==> src/rtl/mux_16t4_tx_ctrl.sv <==
// Word sequencer for the 16:4 mux din: IDLE -> TRAIN (TRAIN_LEN training words) -> DATA (framed user words).
// Accepted words reach mux_din on the accepting edge; s_ready is low outside DATA and in every sync slot.
module mux_16t4_tx_ctrl #(
  parameter int unsigned TRAIN_LEN = 64,
  parameter int unsigned FRAME_LEN = 32,
  parameter logic [15:0] TRAIN_PAT = 16'h5555,
  parameter logic [15:0] SYNC_WORD = 16'hF0F0,
  parameter logic [15:0] IDLE_WORD = 16'h0F0F
) (
  input  logic        clk,
  input  logic        rst_n,
  input  logic        en,
  input  logic        retrain,
  input  logic [15:0] s_data,
  input  logic        s_valid,
  output logic        s_ready,
  output logic [15:0] mux_din,
  output logic        link_up,
  output logic        train_busy,
  output logic [15:0] word_cnt
);

  localparam logic [15:0] TR_LAST  = 16'(TRAIN_LEN - 1);
  localparam logic [7:0]  FRM_LAST = 8'(FRAME_LEN - 1);

  typedef enum logic [1:0] {
    ST_IDLE  = 2'd0,
    ST_TRAIN = 2'd1,
    ST_DATA  = 2'd2
  } state_e;

  state_e      state_q, state_d;
  logic [15:0] tr_cnt_q, tr_cnt_d;
  logic [7:0]  frm_cnt_q, frm_cnt_d;
  logic [15:0] mux_din_q, mux_din_d;
  logic        link_up_q, link_up_d;
  logic        train_busy_q, train_busy_d;
  logic [15:0] word_cnt_q, word_cnt_d;
  logic        xfer;

  // Ready comes from registered state only; en qualifies the transfer so a disabled link accepts nothing.
  assign s_ready = (state_q == ST_DATA) && (frm_cnt_q != 8'd0);
  assign xfer    = en && s_valid && s_ready;

  always_comb begin
    state_d      = state_q;
    tr_cnt_d     = tr_cnt_q;
    frm_cnt_d    = frm_cnt_q;
    mux_din_d    = 16'h0000;
    word_cnt_d   = word_cnt_q;
    link_up_d    = en && (state_q == ST_DATA);
    train_busy_d = en && (state_q == ST_TRAIN);

    if (xfer) begin
      word_cnt_d = word_cnt_q + 16'd1;
    end

    if (!en) begin
      state_d   = ST_IDLE;
      tr_cnt_d  = 16'd0;
      frm_cnt_d = 8'd0;
    end else begin
      case (state_q)
        ST_IDLE: begin
          state_d  = ST_TRAIN;
          tr_cnt_d = 16'd0;
        end
        ST_TRAIN: begin
          mux_din_d = TRAIN_PAT;
          if (retrain) begin
            tr_cnt_d = 16'd0;
          end else if (tr_cnt_q == TR_LAST) begin
            state_d   = ST_DATA;
            tr_cnt_d  = 16'd0;
            frm_cnt_d = 8'd0;
          end else begin
            tr_cnt_d = tr_cnt_q + 16'd1;
          end
        end
        ST_DATA: begin
          if (frm_cnt_q == 8'd0) begin
            mux_din_d = SYNC_WORD;
          end else if (xfer) begin
            mux_din_d = s_data;
          end else begin
            mux_din_d = IDLE_WORD;
          end
          frm_cnt_d = (frm_cnt_q == FRM_LAST) ? 8'd0 : frm_cnt_q + 8'd1;
          // The word accepted alongside retrain is already in mux_din_d; only the sequencing restarts.
          if (retrain) begin
            state_d   = ST_TRAIN;
            tr_cnt_d  = 16'd0;
            frm_cnt_d = 8'd0;
          end
        end
        default: begin
          state_d   = ST_IDLE;
          tr_cnt_d  = 16'd0;
          frm_cnt_d = 8'd0;
        end
      endcase
    end
  end

  always_ff @(posedge clk or negedge rst_n) begin
    if (!rst_n) begin
      state_q      <= ST_IDLE;
      tr_cnt_q     <= 16'd0;
      frm_cnt_q    <= 8'd0;
      mux_din_q    <= 16'h0000;
      link_up_q    <= 1'b0;
      train_busy_q <= 1'b0;
      word_cnt_q   <= 16'd0;
    end else begin
      state_q      <= state_d;
      tr_cnt_q     <= tr_cnt_d;
      frm_cnt_q    <= frm_cnt_d;
      mux_din_q    <= mux_din_d;
      link_up_q    <= link_up_d;
      train_busy_q <= train_busy_d;
      word_cnt_q   <= word_cnt_d;
    end
  end

  assign mux_din    = mux_din_q;
  assign link_up    = link_up_q;
  assign train_busy = train_busy_q;
  assign word_cnt   = word_cnt_q;

endmodule

==> config.mk <==
export PLATFORM = sky130hd
export DESIGN_NAME = mux_16t4_tx_ctrl
export DESIGN_NICKNAME = d
export VERILOG_FILES = /design/src/rtl/mux_16t4_tx_ctrl.sv
export SDC_FILE = /design/constraint.sdc
export NUM_CORES = 1
export LEC_CHECK = 0
export BUFFER_PORTS_ARGS = -buffer_cell sky130_fd_sc_hd__buf_4
export CELL_PAD_IN_SITES_DETAIL_PLACEMENT = 1
export CELL_PAD_IN_SITES_GLOBAL_PLACEMENT = 1
export CORE_MARGIN = 4
export CORE_UTILIZATION = 38
export CTS_CLUSTER_SIZE = 12
export DETAILED_ROUTE_END_ITERATION = 8
export GPL_ROUTABILITY_DRIVEN = 0
export HOLD_SLACK_MARGIN = 0.1
export PLACE_DENSITY = 0.84
export SYNTH_ARGS = -nofsm -noshare
export SYNTH_HDL_FRONTEND = slang
export SYNTH_SLANG_ARGS = --single-unit
==> constraint.sdc <==
create_clock -name clk -period 2.7 [get_ports clk]
set_input_delay 0.135 -clock clk [delete_from_list [all_inputs] [get_ports clk]]
set_output_delay 0.135 -clock clk [all_outputs]
set_load 0.02 [all_outputs]
==> metrics.md, run 1 <==
| Metric | Value |
|---|---|
| Initial DRC Count | 147 |
| Yosys warns | 0 |
| Starting Density | 39.9% |
| Hold path cells | 3 |
| Setup TNS | 0 ns |
| Clock sink total | 60 |
| Syn Nets | roughly 330 |
| RR Endpoint | frm_cnt_q[6] |
| Number of global-route vias before repair | between 2,000 and 3,000 |
| Status | finished, final reports clean |
| VDD IR max | 0.268 mV |
| Critical Path AT | 2.72 ns |
| Fin nets | 412 |
| Worst clock skew | 0.0169 ns |
| Lkg Pwr | roughly 1.9 nW |
| Routed len/inst | 18.0 um |
| Final min period | 2.47 ns |
| Worst path max stage delay | 0.59 ns |
| Die ar. | 9260 sq um |
| Critical path type | reg2reg |
| Crit Path Max Fanout | 9 |
| # DRC | 0 |
| Post-DP Area | 3480 sq um |
| Final WL | slightly below 9000 um |
| Largest net degree at the start of global routing | 61 |
| Port bufs | 55 |
| M1 wire length | 3570 um |
| Most frequent cells in the layout | dfrtp_1 (60), buf_4 (60), o21ai_0 (24), nand2_1 (24) |
| Startpoint Class | flop |
| Bufs and invs on worst path | 0 |
| Cell Rows | 31 |
| Max Cap Violations | 0 |
| CTS clock-pin slew for the worst setup and hold paths | ~0.08 ns |
| WL met3 | 297 um |
| Top post-synthesis cells by area | dfrtp_1 (51%), o21ai_0 (4.1%), a21oi_1 (3.4%), nand2_1 (3.0%), ha_1 (3.0%) |
| Initial antenna violation count | 0 |
| CTS root buffer | clkbuf_8 |
| Die W | 96.2 um |
| Unrepaired setup endpoints after global routing | no |
| Area of the core | 7410 sq um |
| Fin area | between 3000 and 4000 sq um |
| Average size of a mapped cell | between 9 and 10 sq um |
| Slowest-stage cell, CP | or4_4 |
| Clock Path Buffers | 2 |
| Post-DRT Antenna Nets | 0 |
| First-pass GRT wire length | approximately 14,000 um |
| Diode count | 0 |
| Hpwl dp | 5580 um |
| Top cell type by total area after synthesis | dfrtp_1 |
| Cell count after synthesis | 303 |
| Num CTS Buffers | 9 |
| Syn Std Cell Area | 2960 sq um |
| CP Data Required Time | 2.96 ns |
| DRT Pass-1 Iters | 4 |
| Largest delay contributor family on the critical path | simple AND/OR/NAND/NOR gates |
| Worst slew pin tran | slightly below 1 ns |
| Worst skew pair latency | 0.35 ns |
| GRT Util Overall | 20.4% |
| Pwr/cell area | about 530 nW/um^2 |
| Number of flops mapped to enable cells by yosys | 0 |
| Hold Crit Class | in2reg |
| Async SR Flop Fraction | 100% |
| # IOs | 56 |
| Share of cells above drive strength 1 | a little over a fifth |
| Syn-to-layout area delta | 32.0% |
| Via density | 5.51 |
| Worst path cell trace | or4_4 -> nor4_4 -> a21oi_2 -> or4_1 -> o21ai_1 |
| Register area share after synthesis | 50.8% |
| FMAX | 405 MHz |
| Synth unique cells | between 40 and 50 |
| Die H | a little under 100 um |
| Fin. Hold Viols | 0 |
| Post-synthesis register bit count | 60 |
| H-tree depth reported by CTS | 3 |
| CTS tree | yes |
| Post-synth top flop | dfrtp_1 |
| Fillcell total | 830 |
| Slew headroom | 34.5% |
| Setup violators final | 0 |
| Max-slew violation count | 0 |
| HP Start | s_data[14] |
| Synth top area share | 50.8% |
| Met2 routed WL | about 4600 um |
| Uppermost layer routed | met4 |
| Critical path capture point type | flop |
| Final period util | 91.4% |
| Min Hold Slack | 0.153 ns |
| Total congestion overflow | 0 |
| Via count | 2,688 |
| FF-to-FF Start | tr_cnt_q[9] |
| Register-to-Register Path Depth | 5 |
| R2r setup slk | 0.23 ns |
| Hold EP | mux_din[14] |
==> state kept, by name (all words and copies together) (netlist names) <==
name,count
word_cnt,16
mux_din,16
train_busy,1
link_up,1
frm_cnt_q,8
tr_cnt_q,16
state_q,2
==> per-layer routing <==
| metal | track usage, % | vias up |
|---|---|---|
| li1 | - | 1255 |
| met1 | 24.0 | 1343 |
| met2 | 34.7 | 68 |
| met3 | 3.60 | 22 |
| met4 | 11.6 | 0 |
| met5 | 0 | - |
==> area by class of cell <==
cell class                      count  area, sq um  share of cell area, %
Timing Repair Buffer               78          631                   16.2
Multi-Input combinational cell    216         1340                   34.2
Sequential cell                    60         1500                   38.5
Clock buffer                       10          128                   3.27
Clock inverter                      6          113                   2.88
Tap cell                           99          124                   3.17
Inverter                           19         71.3                   1.83
==> cells in the mapped netlist (all sizes together), types with 2 or more instances <==
cell type / instances
a21o: 2
nor3: 6
or4: 3
a31o: 2
nand2: 24
nor2: 20
dfrtp: 60
inv: 19
nand4: 6
ha: 7
a21oi: 21
clkbuf: 5
a211oi: 3
and4: 2
and2: 2
a31oi: 11
nand3: 17
nand3b: 2
buf: 3
xnor2: 7
a41oi: 3
xor2: 8
o21ai: 25
o31ai: 4
and3: 7
or3: 7
nor2b: 6
nor4: 7
==> stage by stage <==
stage / utilization (%) / total power [W] / setup WS [ns] / std cells
after floorplan: - / 0.000987 / 0.568 / 303
after global placement: 47.0 / 0.00105 / 0.229 / 454
after detailed placement: 47.0 / 0.00106 / 0.107 / 454
after CTS: 52.6 / 0.00207 / 0.0694 / 488
after global routing: 52.7 / 0.00213 / 0.138 / 488
final: 52.7 / 0.00206 / 0.233 / 488
==> power by group <==
group	internal, W	switching [W]
Clock	0.000615	0.000382
Combinational	0.0000615	0.0000861
Sequential	0.000907	0.00000502
==> worst reg2reg max path, cell delays in order, from the launching register on <==
cell	delay [ns]
dfrtp_1	0.47
or4_4	0.59
nor4_4	0.52
a21oi_2	0.20
or4_1	0.51
o21ai_1	0.11
==> what timing repair did <==
item | 4_1_cts | 5_1_grt
setup endpoints to repair | 0 | 8
hold buffers | 18 | 0
resized for setup | 0 | 1
hold endpoints to repair | 77 | 0
buffers inserted | 0 | 0
==> cells by family (layout without fill, tap and decap cells) <==
family / count (synthesis) / after routing / share of synthesized area [%]
AND/OR/NAND/NOR: 115 / 115 / 21.4
buffers and inverters: 27 / 113 / 4.19
AO/OA/AOI/OAI: 78 / 78 / 15.8
adder cells (fa/ha/maj): 7 / 7 / 2.96
flip-flops: 60 / 60 / 50.8
multiplexers: 1 / 1 / 0.381
XOR/XNOR: 15 / 15 / 4.44
==> worst max path at each step <==
stage | startpoint | to | slack, ns | depth (start not counted)
after global routing | tr_cnt_q[9] | frm_cnt_q[7] | 0.14 | 5
after detailed placement | state_q[1] | tr_cnt_q[5] | 0.11 | 8
after CTS | state_q[1] | tr_cnt_q[5] | 0.07 | 8
after floorplan | tr_cnt_q[9] | frm_cnt_q[6] | 0.57 | 6
final | tr_cnt_q[9] | frm_cnt_q[6] | 0.23 | 5
after global placement | state_q[1] | tr_cnt_q[5] | 0.23 | 8
Power figures use the tool's default switching activity.
==> inputs of run 2 (changes only) <==
--- a/config.mk
+++ b/config.mk
@@ -15,6 +15,7 @@
 export GPL_ROUTABILITY_DRIVEN = 0
 export HOLD_SLACK_MARGIN = 0.1
 export PLACE_DENSITY = 0.84
+export REMOVE_ABC_BUFFERS = 1
 export SYNTH_ARGS = -nofsm -noshare
 export SYNTH_HDL_FRONTEND = slang
 export SYNTH_SLANG_ARGS = --single-unit
==> run 2 against run 1 <==
Compared with the run above:
- worst setup slack got worse by 0.030 ns
- critical path depth up 2
- clock power fell by 15%
- final cell count increased by 0.20%
- wire length rose by 6.6%
- critical path type unchanged
==> metrics.md, run 2 (same netlist as run 1, synthesis figures left out) <==
| Metric | Value |
|---|---|
| Post-DRT Antenna Nets | 0 |
| Syn-to-layout area delta | 30.7% |
| Critical path capture point type | flop |
| Hpwl dp | about 5800 um |
| VDD IR max | 0.338 mV |
| Starting Density | 39.9% |
| Lkg Pwr | 1.87 nW |
| Hold EP | mux_din[12] |
| FMAX | 401 MHz |
| Pwr/cell area | 494 nW/um^2 |
| Die W | 96.2 um |
| FF-to-FF Start | state_q[0] |
| Critical Path AT | 2.78 ns |
| Num CTS Buffers | 9 |
| Hold path cells | 3 |
| Register-to-Register Path Depth | 7 |
| Share of cells above drive strength 1 | 22.1% |
| R2r setup slk | 0.20 ns |
| Worst clock skew | 0.0227 ns |
| Bufs and invs on worst path | 3 |
| Setup violators final | 0 |
| Dpl cells | 455 |
| Worst skew pair latency | about 0.36 ns |
| Fin. Hold Viols | 0 |
| First-pass GRT wire length | 14,900 um |
| Area of the core | roughly 7400 sq um |
| Via density | 5.56 |
| Slowest-stage cell, CP | dlygate4sd3_1 |
| CP Data Required Time | 2.98 ns |
| CTS clock-pin slew for the worst setup and hold paths | 0.09 ns |
| Status | finished, final reports clean |
| Unrepaired setup endpoints after global routing | no |
| Setup Buffers After CTS | 0 |
| Port bufs | 55 |
| CTS root buffer | clkbuf_8 |
| RR Endpoint | mux_din[3] |
| Setup TNS | 0 ns |
| Hold Crit Class | in2reg |
| Final Total Pwr | 0.00191 W |
| Commonest non-fill, non-tap cell in the layout | buf_4 |
| Fin util | 52.2% |
| Fin nets | slightly above 400 |
| Startpoint Class | flop |
| Worst slew pin tran | slightly above 1 ns |
| Initial antenna violation count | 0 |
| Die H | 96.2 um |
| Worst path max stage delay | roughly 0.66 ns |
| Clock Path Buffers | 2 |
| H-tree depth reported by CTS | 3 |
| Diode count | 0 |
| Initial DRC Count | 131 |
| Clock sink total | 60 |
| Most frequent cells in the layout | buf_4 (61), dfrtp_1 (60), o21ai_0 (24), nand2_1 (24) |
| # IOs | 56 |
| Routed len/inst | ~19 um |
| Cell Rows | 31 |
| Final non-filler cell total | 489 |
| Slew headroom | between 30% and 40% |
| GRT Util Overall | 21.6% |
| Crit Path Max Fanout | 9 |
| Largest delay contributor family on the critical path | buffers and inverters |
| Worst path cell trace | inv_1 -> ha_1 -> buf_4 -> nand3_1 -> nand2b_1 -> a21oi_1 -> dlygate4sd3_1 |
| Final min period | 2.50 ns |
| Via count | 2,719 |
| Number of global-route vias before repair | 2,824 |
| DRT Pass-1 Iters | 4 |
| # DRC | 0 |
| Total congestion overflow | 0 |
| Die ar. | 9260 sq um |
| Max Cap Violations | 0 |
| Critical path type | reg2reg |
| HP Start | s_data[12] |
| CTS tree | yes |
| Max-slew violation count | 0 |
| Final WL | roughly 9400 um |
| Final period util | 92.5% |
| Largest net degree at the start of global routing | 61 |
-- run 2: cell count changes in the layout (fill, tap and decap cells not counted) --
| cell | before | now |
|---|---|---|
| clkinvlp_4 | 0 | 1 |
| bufinv_16 | 3 | 1 |
| clkinv_2 | 1 | 2 |
| buf_4 | 60 | 61 |
-- run 2: area by class of cell --
| type | count | area (sq um) |
|---|---|---|
| clock buffer | 10 | 128 |
| multi-input combinational | 216 | 1340 |
| tap | 99 | 124 |
| sequential | 60 | 1500 |
| clock inverter | 6 | 65.1 |
| fill | 861 | 3540 |
| timing repair buffer | 79 | 638 |
| inverter | 19 | 71.3 |
-- run 2: per-stage QoR --
step / worst slack (ns) / instance area [sq um] / hold WS [ns]
after CTS: 0.169 / 3860 / 0.108
after global routing: 0.0839 / 3860 / 0.105
after floorplan: 0.597 / 2900 / -0.161
final: 0.203 / 3860 / 0.102
after global placement: 0.340 / 3490 / 0.264
after detailed placement: 0.180 / 3490 / 0.268
-- run 2: power by group --
part | total (W) | switching, W | internal, W
registers | 0.000912 | 0.00000529 | 0.000907
clock network | 0.000843 | 0.000417 | 0.000427
logic | 0.000152 | 0.0000883 | 0.0000638
-- run 2: what timing repair did --
item                       4_1_cts  5_1_grt
hold endpoints to repair        77        0
hold buffers                    18        0
setup endpoints to repair        0        3
gates resized for setup          0        1
-- run 2: worst register-to-register path: cells and delay by family (launching register included) --
kind,cells,cell delay [ns]
DFF,1,0.43
buffers and inverters,3,0.95
AOI/OAI and AO/OA,1,0.19
adders and majority gates,1,0.18
and+or+nand+nor,2,0.69
-- run 2: routing by layer --
metal	track usage (%)	vias up	routed length, um
met5	0	-	0
met2	36.2	66	4960
met4	11.8	0	245
met1	25.8	1374	3790
met3	4.22	14	389
li1	-	1265	-
-- run 2: how the worst max path moves through the flow --
stage / cells after the start / slack [ns] / to / start
4_1_cts: 8 / 0.17 / tr_cnt_q[5] / state_q[1]
3_5_place_dp: 8 / 0.18 / tr_cnt_q[5] / state_q[1]
6_report: 7 / 0.20 / mux_din[3] / state_q[0]
5_1_grt: 7 / 0.08 / mux_din[3] / state_q[0]
3_3_place_gp: 6 / 0.34 / tr_cnt_q[5] / tr_cnt_q[0]
2_1_floorplan: 5 / 0.60 / frm_cnt_q[6] / tr_cnt_q[9]
==> inputs of run 3 (changes only) <==
--- a/config.mk
+++ b/config.mk
@@ -10,6 +10,7 @@
 export CELL_PAD_IN_SITES_GLOBAL_PLACEMENT = 1
 export CORE_MARGIN = 4
 export CORE_UTILIZATION = 38
+export CTS_BUF_LIST = sky130_fd_sc_hd__clkbuf_4 sky130_fd_sc_hd__clkbuf_8
 export CTS_CLUSTER_SIZE = 12
 export DETAILED_ROUTE_END_ITERATION = 8
 export GPL_ROUTABILITY_DRIVEN = 0
==> run 3 against run 2 <==
Compared with the run above:
- design area about the same
- worst setup slack got worse by 0.0017 ns
- power increased by 0.63%
- global-route usage increased by 0.12 points
- sequential share of layout area about the same
- first-iteration DRC count decreased by 8.4%
- sequential cell count unchanged
- via count increased by 0.51%
- largest cell class unchanged
- largest power group unchanged
- highest routed layer unchanged
==> metrics.md, run 3 (same netlist as run 1, synthesis figures left out) <==
| Metric | Value |
|---|---|
| Status | finished, final reports clean |
| HP Start | s_data[12] |
| Worst slew pin tran | 1.07 ns |
| Setup WS post-layout | 0.201 ns |
| Sw frac | 26.7% |
| H-tree depth reported by CTS | 3 |
| Sequential share of power | 47.5% |
| Die ar. | 9260 sq um |
| Int Pwr | roughly 0.0014 W |
| Initial antenna violation count | 0 |
| DRT Pass-1 Iters | 4 |
| Fillcell total | ~860 |
| CTS clock-pin slew for the worst setup and hold paths | approximately 0.09 ns |
| Worst slack, placed | approximately 0.18 ns |
| Crit Path Max Fanout | 9 |
| Final period util | 92.5% |
| Syn-to-layout area delta | 30.8% |
| Hold Crit Class | in2reg |
| Hold EP | mux_din[12] |
| Bufs and invs on worst path | 3 |
| Cell Rows | 31 |
| Clock sink total | 60 |
| Clock power share | 44.6% |
| Most frequent cells in the layout | buf_4 (61), dfrtp_1 (60), o21ai_0 (24), nand2_1 (24) |
| RR Endpoint | mux_din[3] |
| Final WL | between 9000 and 10,000 um |
| Worst path max stage delay | 0.66 ns |
| Hpwl dp | approximately 5800 um |
| # DRC | 0 |
| R2r setup slk | between 0.2 and 0.25 ns |
| Max Cap Violations | 0 |
| NetSw | 0.000512 W |
| CTS tree | yes |
| Register-to-Register Path Depth | 7 |
| Share of cells above drive strength 1 | 22.3% |
| Worst clock skew | 0.0230 ns |
| Commonest non-fill, non-tap cell in the layout | buf_4 |
| GRT Util Overall | 21.7% |
| Slowest-stage cell, CP | dlygate4sd3_1 |
| Starting Density | 39.9% |
| FF-to-FF Start | state_q[0] |
| Hold path cells | 3 |
| First-pass GRT wire length | 15,000 um |
| Via count | 2,733 |
| Final min period | between 2 and 2.5 ns |
| Dpl cells | 455 |
| Worst skew pair latency | 0.37 ns |
| Slew headroom | 28.6% |
| Diode count | 0 |
| Post-DRT Antenna Nets | 0 |
| Setup violators final | 0 |
| Initial DRC Count | 120 |
| FF/Latch Area | 1500 sq um |
| Worst path cell trace | inv_1 -> ha_1 -> buf_4 -> nand3_1 -> nand2b_1 -> a21oi_1 -> dlygate4sd3_1 |
| Num CTS Buffers | 9 |
| CTS root buffer | clkbuf_8 |
| Port bufs | 55 |
| Comb pwr share | 7.9% |
| Critical path type | reg2reg |
| Clock Path Buffers | 2 |
| VDD IR max | 0.377 mV |
| Setup TNS | 0 ns |
| Lkg Pwr | 1.88 nW |
| Number of global-route vias before repair | 2,851 |
| Critical Path AT | 2.78 ns |
| FMAX | 400 MHz |
| Routed len/inst | 19.3 um |
| Startpoint Class | flop |
| Die W | a little under 100 um |
| Pwr/cell area | 496 nW/um^2 |
| Fin. Hold Viols | 0 |
| Via density | 5.59 |
| Critical path capture point type | flop |
| Min Hold Slack | 0.101 ns |
| Largest delay contributor family on the critical path | buffers and inverters |
| Die H | 96.2 um |
| Area taken by multi-input logic gates | ~1300 sq um |
| Total congestion overflow | 0 |
| Area of the core | 7410 sq um |
| CP Data Required Time | 2.99 ns |
| Final non-filler cell total | 489 |
| Unrepaired setup endpoints after global routing | no |
| Largest net degree at the start of global routing | 61 |
| Fin nets | 413 |
| # IOs | 56 |
| Max-slew violation count | 0 |
[run 3: layout make-up]
class                      instances  area share, %
clock buffer                      10           3.40
clock inverter                     6           1.68
inverter                          19           1.84
multi-input combinational        216           34.6
sequential                        60           38.8
tap                               99           3.20
timing repair buffer              79           16.5
[run 3: power by group through the flow]
stage	Clock, W	Combinational [W]	Sequential (W)
floorplan	0	0.0000437	0.000937
global placement	0	0.000127	0.000929
detailed placement	0	0.000132	0.000929
CTS	0.000833	0.000150	0.000912
global route	0.000905	0.000166	0.000913
finish	0.000856	0.000152	0.000912
[run 3: worst max-delay path by stage]
stage | from | end | slack (ns) | depth (start not counted)
after floorplan | tr_cnt_q[9] | frm_cnt_q[6] | 0.60 | 5
after global placement | tr_cnt_q[0] | tr_cnt_q[5] | 0.34 | 6
after detailed placement | state_q[1] | tr_cnt_q[5] | 0.18 | 8
after CTS | state_q[1] | tr_cnt_q[5] | 0.17 | 8
after global routing | state_q[0] | mux_din[3] | 0.08 | 7
final | state_q[0] | mux_din[3] | 0.20 | 7
[run 3: worst min-delay path: stages]
cell and delay [ns]:
buf_4 0.08, a31oi_1 0.07, o21ai_0 0.13
[run 3: metrics by stage]
| step | power (W) | area, sq um | util [%] |
|---|---|---|---|
| floorplan | 0.000981 | 2900 | - |
| global placement | 0.00106 | 3490 | 47.1 |
| detailed placement | 0.00106 | 3490 | 47.1 |
| CTS | 0.00189 | 3860 | 52.1 |
| global route | 0.00198 | 3870 | 52.2 |
| finish | 0.00192 | 3870 | 52.2 |
[run 3: timing repair]
action / CTS / global route
resized for setup: 0 / 1
endpoints found under the hold margin: 77 / 0
hold buffers: 18 / 0
buffers inserted: 0 / 0
endpoints found under the setup margin: 0 / 3
[run 3: routing by layer]
layer	share of wire, %	wire, um	GRT usage [%]	up-vias
met5	0	0	0	-
met4	3.3	314	11.5	0
met3	3.8	358	4.22	18
met2	53	4970	36.6	66
met1	40	3810	25.9	1388
li1	-	-	-	1261
